## src/rtl/ex_stage.sv

```systemverilog
// Execute stage: ALU, signed-overflow detection and the EX/MEM register.
// Define EX_ITER_MUL_EN to add the iterative 32x32 MULU unit.
module ex_stage (
    input  logic        clk,
    input  logic        reset,
    input  logic        stall,
    input  logic        flush,
    input  logic        int_detect,
    input  logic [29:0] id_pc,
    input  logic        id_en,
    input  logic [3:0]  id_alu_op,
    input  logic [31:0] id_alu_in_0,
    input  logic [31:0] id_alu_in_1,
    input  logic        id_br_flag,
    input  logic [1:0]  id_mem_op,
    input  logic [31:0] id_mem_wr_data,
    input  logic [1:0]  id_ctrl_op,
    input  logic [4:0]  id_dst_addr,
    input  logic        id_gpr_we_,
    input  logic [2:0]  id_exp_code,
    output logic [31:0] fwd_data,
    output logic        busy,
    output logic [29:0] ex_pc,
    output logic        ex_en,
    output logic        ex_br_flag,
    output logic [1:0]  ex_mem_op,
    output logic [31:0] ex_mem_wr_data,
    output logic [1:0]  ex_ctrl_op,
    output logic [4:0]  ex_dst_addr,
    output logic        ex_gpr_we_,
    output logic [2:0]  ex_exp_code,
    output logic [31:0] ex_out
);

    localparam logic [3:0] OP_NOP  = 4'h0;
    localparam logic [3:0] OP_AND  = 4'h1;
    localparam logic [3:0] OP_OR   = 4'h2;
    localparam logic [3:0] OP_XOR  = 4'h3;
    localparam logic [3:0] OP_ADDS = 4'h4;
    localparam logic [3:0] OP_ADDU = 4'h5;
    localparam logic [3:0] OP_SUBS = 4'h6;
    localparam logic [3:0] OP_SUBU = 4'h7;
    localparam logic [3:0] OP_SHRL = 4'h8;
    localparam logic [3:0] OP_SHLL = 4'h9;
    localparam logic [3:0] OP_MULU = 4'hA;

    localparam logic [2:0] EXP_NO  = 3'd0;
    localparam logic [2:0] EXP_OVF = 3'd3;

    typedef struct packed {
        logic [29:0] pc;
        logic        en;
        logic        br_flag;
        logic [1:0]  mem_op;
        logic [31:0] mem_wr_data;
        logic [1:0]  ctrl_op;
        logic [4:0]  dst_addr;
        logic        gpr_we_;
        logic [2:0]  exp_code;
        logic [31:0] out;
    } ex_reg_t;

    localparam ex_reg_t EX_RST = '{
        pc:          30'd0,
        en:          1'b0,
        br_flag:     1'b0,
        mem_op:      2'd0,
        mem_wr_data: 32'd0,
        ctrl_op:     2'd0,
        dst_addr:    5'd0,
        gpr_we_:     1'b1,
        exp_code:    3'd0,
        out:         32'd0
    };

    logic [31:0] a;
    logic [31:0] b;
    logic [31:0] alu_res;
    logic        ovf;
    logic        ovf_en;
    logic        squash;
    logic        mul_busy;
    logic        mul_done;
    logic [31:0] mul_res;
    ex_reg_t     ex_q;
    ex_reg_t     ex_d;

    assign a = id_alu_in_0;
    assign b = id_alu_in_1;

    always_comb begin
        alu_res = '0;
        ovf     = 1'b0;
        case (id_alu_op)
            OP_NOP:  alu_res = '0;
            OP_AND:  alu_res = a & b;
            OP_OR:   alu_res = a | b;
            OP_XOR:  alu_res = a ^ b;
            OP_ADDS: begin
                alu_res = a + b;
                ovf     = (a[31] == b[31]) && (alu_res[31] != a[31]);
            end
            OP_ADDU: alu_res = a + b;
            OP_SUBS: begin
                alu_res = a - b;
                ovf     = (a[31] != b[31]) && (alu_res[31] != a[31]);
            end
            OP_SUBU: alu_res = a - b;
            OP_SHRL: alu_res = a >> b[4:0];
            OP_SHLL: alu_res = a << b[4:0];
            OP_MULU: alu_res = '0;
            default: alu_res = '0;
        endcase
        // A finished product overrides whatever the ALU decoded.
        if (mul_done) begin
            alu_res = mul_res;
            ovf     = 1'b0;
        end
    end

    assign fwd_data = alu_res;
    assign ovf_en   = ovf & id_en;
    assign squash   = flush | (int_detect & (id_en | mul_done));

    always_comb begin
        ex_d = ex_q;
        if (stall) begin
            ex_d = ex_q;
        end else if (squash || busy) begin
            ex_d = EX_RST;
        end else begin
            ex_d.pc          = id_pc;
            ex_d.en          = id_en;
            ex_d.br_flag     = id_br_flag;
            ex_d.mem_op      = id_mem_op;
            ex_d.mem_wr_data = id_mem_wr_data;
            ex_d.ctrl_op     = id_ctrl_op;
            ex_d.dst_addr    = id_dst_addr;
            ex_d.out         = alu_res;
            ex_d.gpr_we_     = id_gpr_we_ | ovf_en;
            ex_d.exp_code    = (ovf_en && id_exp_code == EXP_NO)
                             ? EXP_OVF : id_exp_code;
        end
    end

    always_ff @(posedge clk or posedge reset) begin
        if (reset) begin
            ex_q <= EX_RST;
        end else begin
            ex_q <= ex_d;
        end
    end

`ifdef EX_ITER_MUL_EN
    localparam logic [1:0] ST_IDLE = 2'd0;
    localparam logic [1:0] ST_RUN  = 2'd1;
    localparam logic [1:0] ST_DONE = 2'd2;

    logic [1:0]  st_q,     st_d;
    logic [5:0]  cnt_q,    cnt_d;
    logic [31:0] mcand_q,  mcand_d;
    logic [31:0] mplier_q, mplier_d;
    logic [31:0] prod_q,   prod_d;
    logic        mul_start;
    logic        abort;

    assign abort     = flush | int_detect;
    assign mul_start = (st_q == ST_IDLE) && id_en
                    && (id_alu_op == OP_MULU) && !stall && !abort;

    always_comb begin
        st_d     = st_q;
        cnt_d    = cnt_q;
        mcand_d  = mcand_q;
        mplier_d = mplier_q;
        prod_d   = prod_q;
        case (st_q)
            ST_IDLE: begin
                if (mul_start) begin
                    st_d     = ST_RUN;
                    cnt_d    = '0;
                    mcand_d  = a;
                    mplier_d = b;
                    prod_d   = '0;
                end
            end
            ST_RUN: begin
                if (abort) begin
                    st_d = ST_IDLE;
                end else begin
                    // Shift-add: only the low 32 product bits are kept.
                    if (mplier_q[0]) prod_d = prod_q + mcand_q;
                    mcand_d  = mcand_q << 1;
                    mplier_d = mplier_q >> 1;
                    cnt_d    = cnt_q + 6'd1;
                    if (cnt_q == 6'd31) st_d = ST_DONE;
                end
            end
            ST_DONE: begin
                if (abort || !stall) st_d = ST_IDLE;
            end
            default: st_d = ST_IDLE;
        endcase
    end

    always_ff @(posedge clk or posedge reset) begin
        if (reset) begin
            st_q     <= ST_IDLE;
            cnt_q    <= '0;
            mcand_q  <= '0;
            mplier_q <= '0;
            prod_q   <= '0;
        end else begin
            st_q     <= st_d;
            cnt_q    <= cnt_d;
            mcand_q  <= mcand_d;
            mplier_q <= mplier_d;
            prod_q   <= prod_d;
        end
    end

    assign mul_busy = mul_start || (st_q == ST_RUN);
    assign mul_done = (st_q == ST_DONE);
    assign mul_res  = prod_q;
`else
    assign mul_busy = 1'b0;
    assign mul_done = 1'b0;
    assign mul_res  = '0;
`endif

    assign busy = mul_busy & ~reset;

    assign ex_pc          = ex_q.pc;
    assign ex_en          = ex_q.en;
    assign ex_br_flag     = ex_q.br_flag;
    assign ex_mem_op      = ex_q.mem_op;
    assign ex_mem_wr_data = ex_q.mem_wr_data;
    assign ex_ctrl_op     = ex_q.ctrl_op;
    assign ex_dst_addr    = ex_q.dst_addr;
    assign ex_gpr_we_     = ex_q.gpr_we_;
    assign ex_exp_code    = ex_q.exp_code;
    assign ex_out         = ex_q.out;

endmodule
```

## config.mk

```make
export PLATFORM = sky130hd
export DESIGN_NAME = ex_stage
export DESIGN_NICKNAME = d
export VERILOG_FILES = /design/src/rtl/ex_stage.sv
export SDC_FILE = /design/constraint.sdc
export NUM_CORES = 1
export LEC_CHECK = 0
export ABC_AREA = 1
export ABC_CLOCK_PERIOD_IN_PS = 9420
export BUFFER_PORTS_ARGS = -buffer_cell sky130_fd_sc_hd__buf_4
export CORE_ASPECT_RATIO = 1.1
export CORE_UTILIZATION = 60
export CTS_CLUSTER_SIZE = 24
export DETAILED_ROUTE_END_ITERATION = 10
export PLACE_DENSITY = 0.87
export SLEW_MARGIN = 20
export SYNTH_ARGS = -nofsm -noshare
export SYNTH_HDL_FRONTEND = slang
export SYNTH_SLANG_ARGS = --single-unit
```

## constraint.sdc

```tcl
create_clock -name clk -period 9.42 [get_ports clk]
set_clock_uncertainty 0.2 [all_clocks]
set_input_delay 0.471 -clock clk [delete_from_list [all_inputs] [get_ports clk]]
set_output_delay 0.471 -clock clk [all_outputs]
set_load 0.005 [all_outputs]
```

==> flow_summary.ini <==
[status]
status = finished, final reports clean

[logic_synthesis]
syn_area_per_cell_um2 = 6.43
synthArstFlopShare_pct = 100
synth_seq_cells = 109
yosys_warnings = 0
synth.cell_area_mm2 = 0.0128
synth_nets = 2241
synth_enable_flop_cells = 0
synthCells = 1991
yosysUniqueCellTypes = 61
yosysSeqAreaShare_pct = 21.3
synth-main-ff-cell = dfrtp_1

[floorplanning]
core_mm2 = 0.0207
io_pins = 292
dieArea_mm2 = 0.0219
die_h_um = 155
initial_core_util_pct = 61.8
fp-row-count = 55
dieWidth_um = 141

[worst_setup_path]
crit_path_start_kind = input port
worstSetupStartpoint = id_alu_in_1[2]
cp.arrival_ps = 3810
crit_family = buffers and inverters
crit_slowest_cell = ha_1
r2r-start = ex_gpr_we_
crit_path_cell_trace = buf_4, inv_2, ha_1, nand3_1, nand3_1, a21oi_1, inv_1, nand3_1, nand2_2, a21boi_1, or2_2, nand3_1, nand3_2, buf_4
critPathMostFrequentCell = nand3_1
critical_path_class = in2out
critPathCaptureType = output port
max_stage_delay_ps = 610
required_ps = 8750
crit_fanout = 63
worst-path-buf-inv = 4

[global_route]
grtUsageTotal_pct = 49.7
grt_pass1_vias = 14699
antenna_found_initial = 4
grt-ovfl-total = 0
grt_first_pass_wirelength_mm = 83.0
grt_start_max_net_pins = 97

[drt]
postRouteAntennaNets = 0
drt_first_pass_iters = 8
drc_errors = 0
vias = 15798
via_per_inst = 6.35
drt-initial-drc-count = 2271
wl_mm = 55.4
wl_per_cell_um = 22.3

[pwr]
p_clk_share_pct = 23.7
p_int_mw = 0.964
combinationalPowerShare_pct = 45.0
swShare_pct = 42.4
p_switching_mw = 0.710
ir_drop_mv = 0.0952
p_per_area_mw_per_mm2 = 110
power_mw = 1.67
p_seq_share_pct = 31.3
p_leak_nw = 8.02

[finish]
post-route-util_pct = 73.2
area_growth_pct = 18.4
final_common_cell = nand2_1
drive_gt1_share_pct = 19.2
fillers = 1769
fin_nets = 2444
layoutNonFillerInstCount = 2489
final_cell_mix = nand2_1, buf_4, inv_1, nor2_1, a21oi_1

[place]
dp_cells = 2467
portBuffers = 290
hpwl_mm = 43.7
gp_congestion = 1.13

[clock_tree]
cts.sinks = 109
cts_setup_buffers = 0
clkLatencyLatePin_ps = 350
root_buffer = clkbuf_16
cts_tree = yes
clock_path_buffers = 2
clkTransAtPathRegs_ps = 90
cts-buffers-inserted = 9
htree_levels = 3

[timing]
period_minus_slack_ps = 4480
tns_ps = 0
finalHoldViolCount = 0
setup_viol = 0
worst_pin_slew_ps = 1160
maxSlewHeadroom_pct = 22.3
drv_slew = 0
fin_hold_ws_ps = 121
fmax_mhz = 223
grt_setup_unrepaired = no
finalCritPeriodShare_pct = 47.6

[worst_hold_path]
hp-class = in2reg
min-delay-start = id_pc[15]

[run]
drv_cap = 0
## sequential cells by signal (all words and copies together), names as in the netlist
register / cells
ex_br_flag: 1
ex_ctrl_op: 2
ex_dst_addr: 5
ex_en: 1
ex_exp_code: 3
ex_gpr_we_: 1
ex_mem_op: 2
ex_mem_wr_data: 32
ex_out: 32
ex_pc: 30
## routing by layer
metal  global-route usage, %  wire, µm  up-vias  part of all wire (%)
met5                       0        13        -                 0.023
met4                    33.0      4380        2                   7.9
met3                    12.2      7710      286                    14
met2                    78.3     24100     1288                    43
met1                    60.4     19200     7154                    35
li1                        -         -     7068                     -
## final timing paths
kind / depth (start not counted) / end / slack, ps
max: 14 / fwd_data[17] / 4940
min: 2 / ex_pc[15] / 120
max reg2reg: 2 / ex_gpr_we_ / 8420
min reg2reg: 2 / ex_out[29] / 290
max in group asynchronous: 4 / ex_out[8] / 7220
min in group asynchronous: 3 / ex_pc[10] / 510
## cells by family (layout without fill, tap and decap cells)
| group | count (synthesis) | after routing | synth area share (%) |
|---|---|---|---|
| compound gates | 550 | 550 | 26.9 |
| mux | 15 | 15 | 1.17 |
| xor+xnor | 2 | 2 | 0.137 |
| simple gates | 870 | 870 | 29.0 |
| flops | 109 | 109 | 21.3 |
| fa+ha+maj | 100 | 100 | 9.90 |
| other cells | 1 | 6 | 0.0293 |
| buf+inv | 344 | 552 | 11.5 |
## power by group through the flow
| stage | clock, mW | sequential, mW | combinational, mW |
|---|---|---|---|
| detailed placement | 0 | 0.531 | 0.714 |
| CTS | 0.396 | 0.523 | 0.719 |
| global route | 0.411 | 0.527 | 0.802 |
| floorplan | 0 | 0.531 | 0.422 |
| finish | 0.397 | 0.524 | 0.753 |
| global placement | 0 | 0.528 | 0.705 |
## timing repair
action / CTS / global route
endpoints found under the setup margin: 0 / 0
hold endpoints to repair: 33 / 0
resized for setup: 0 / 0
hold buffers: 1 / 0
## layout make-up
| cell class | count | area, µm² | share of cell area, % |
|---|---|---|---|
| multi-input combinational | 1538 | 8590 | 56.7 |
| sequential | 109 | 2730 | 18.0 |
| timing repair buffer | 301 | 2260 | 14.9 |
| inverter | 235 | 888 | 5.86 |
| tap | 285 | 357 | 2.35 |
| clock buffer | 9 | 225 | 1.49 |
| clock inverter | 7 | 83.8 | 0.553 |
| antenna | 5 | 12.5 | 0.0826 |
## Yosys cell counts (12+ instances only)
library cell,number,area [µm²]
o211ai_1,14,105
a21oi_2,15,131
ha_1,98,1230
a21oi_1,139,696
nor3_1,15,75.1
nor2_1,160,601
o22ai_1,26,163
clkbuf_1,35,131
dfrtp_1,108,2700
o21ai_2,14,123
nand2_1,513,1930
inv_2,17,63.8
nand3_2,18,180
inv_1,214,803
buf_2,37,185
buf_4,15,113
nand4_1,12,75.1
buf_1,12,45.0
a22o_1,75,657
mux2i_1,15,150
nand3_1,101,505
o21ai_1,78,390
o21ai_0,121,606
## stage by stage
| step | worst slack, ps | area, µm² |
|---|---|---|
| 5_1_grt | 4690 | 15200 |
| 6_report | 4940 | 15200 |
| 3_5_place_dp | 5110 | 14800 |
| 3_3_place_gp | 5170 | 14800 |
| 4_1_cts | 5110 | 15100 |
| 2_1_floorplan | 5880 | 12800 |
No activity file was read; power rests on OpenSTA's default activity.
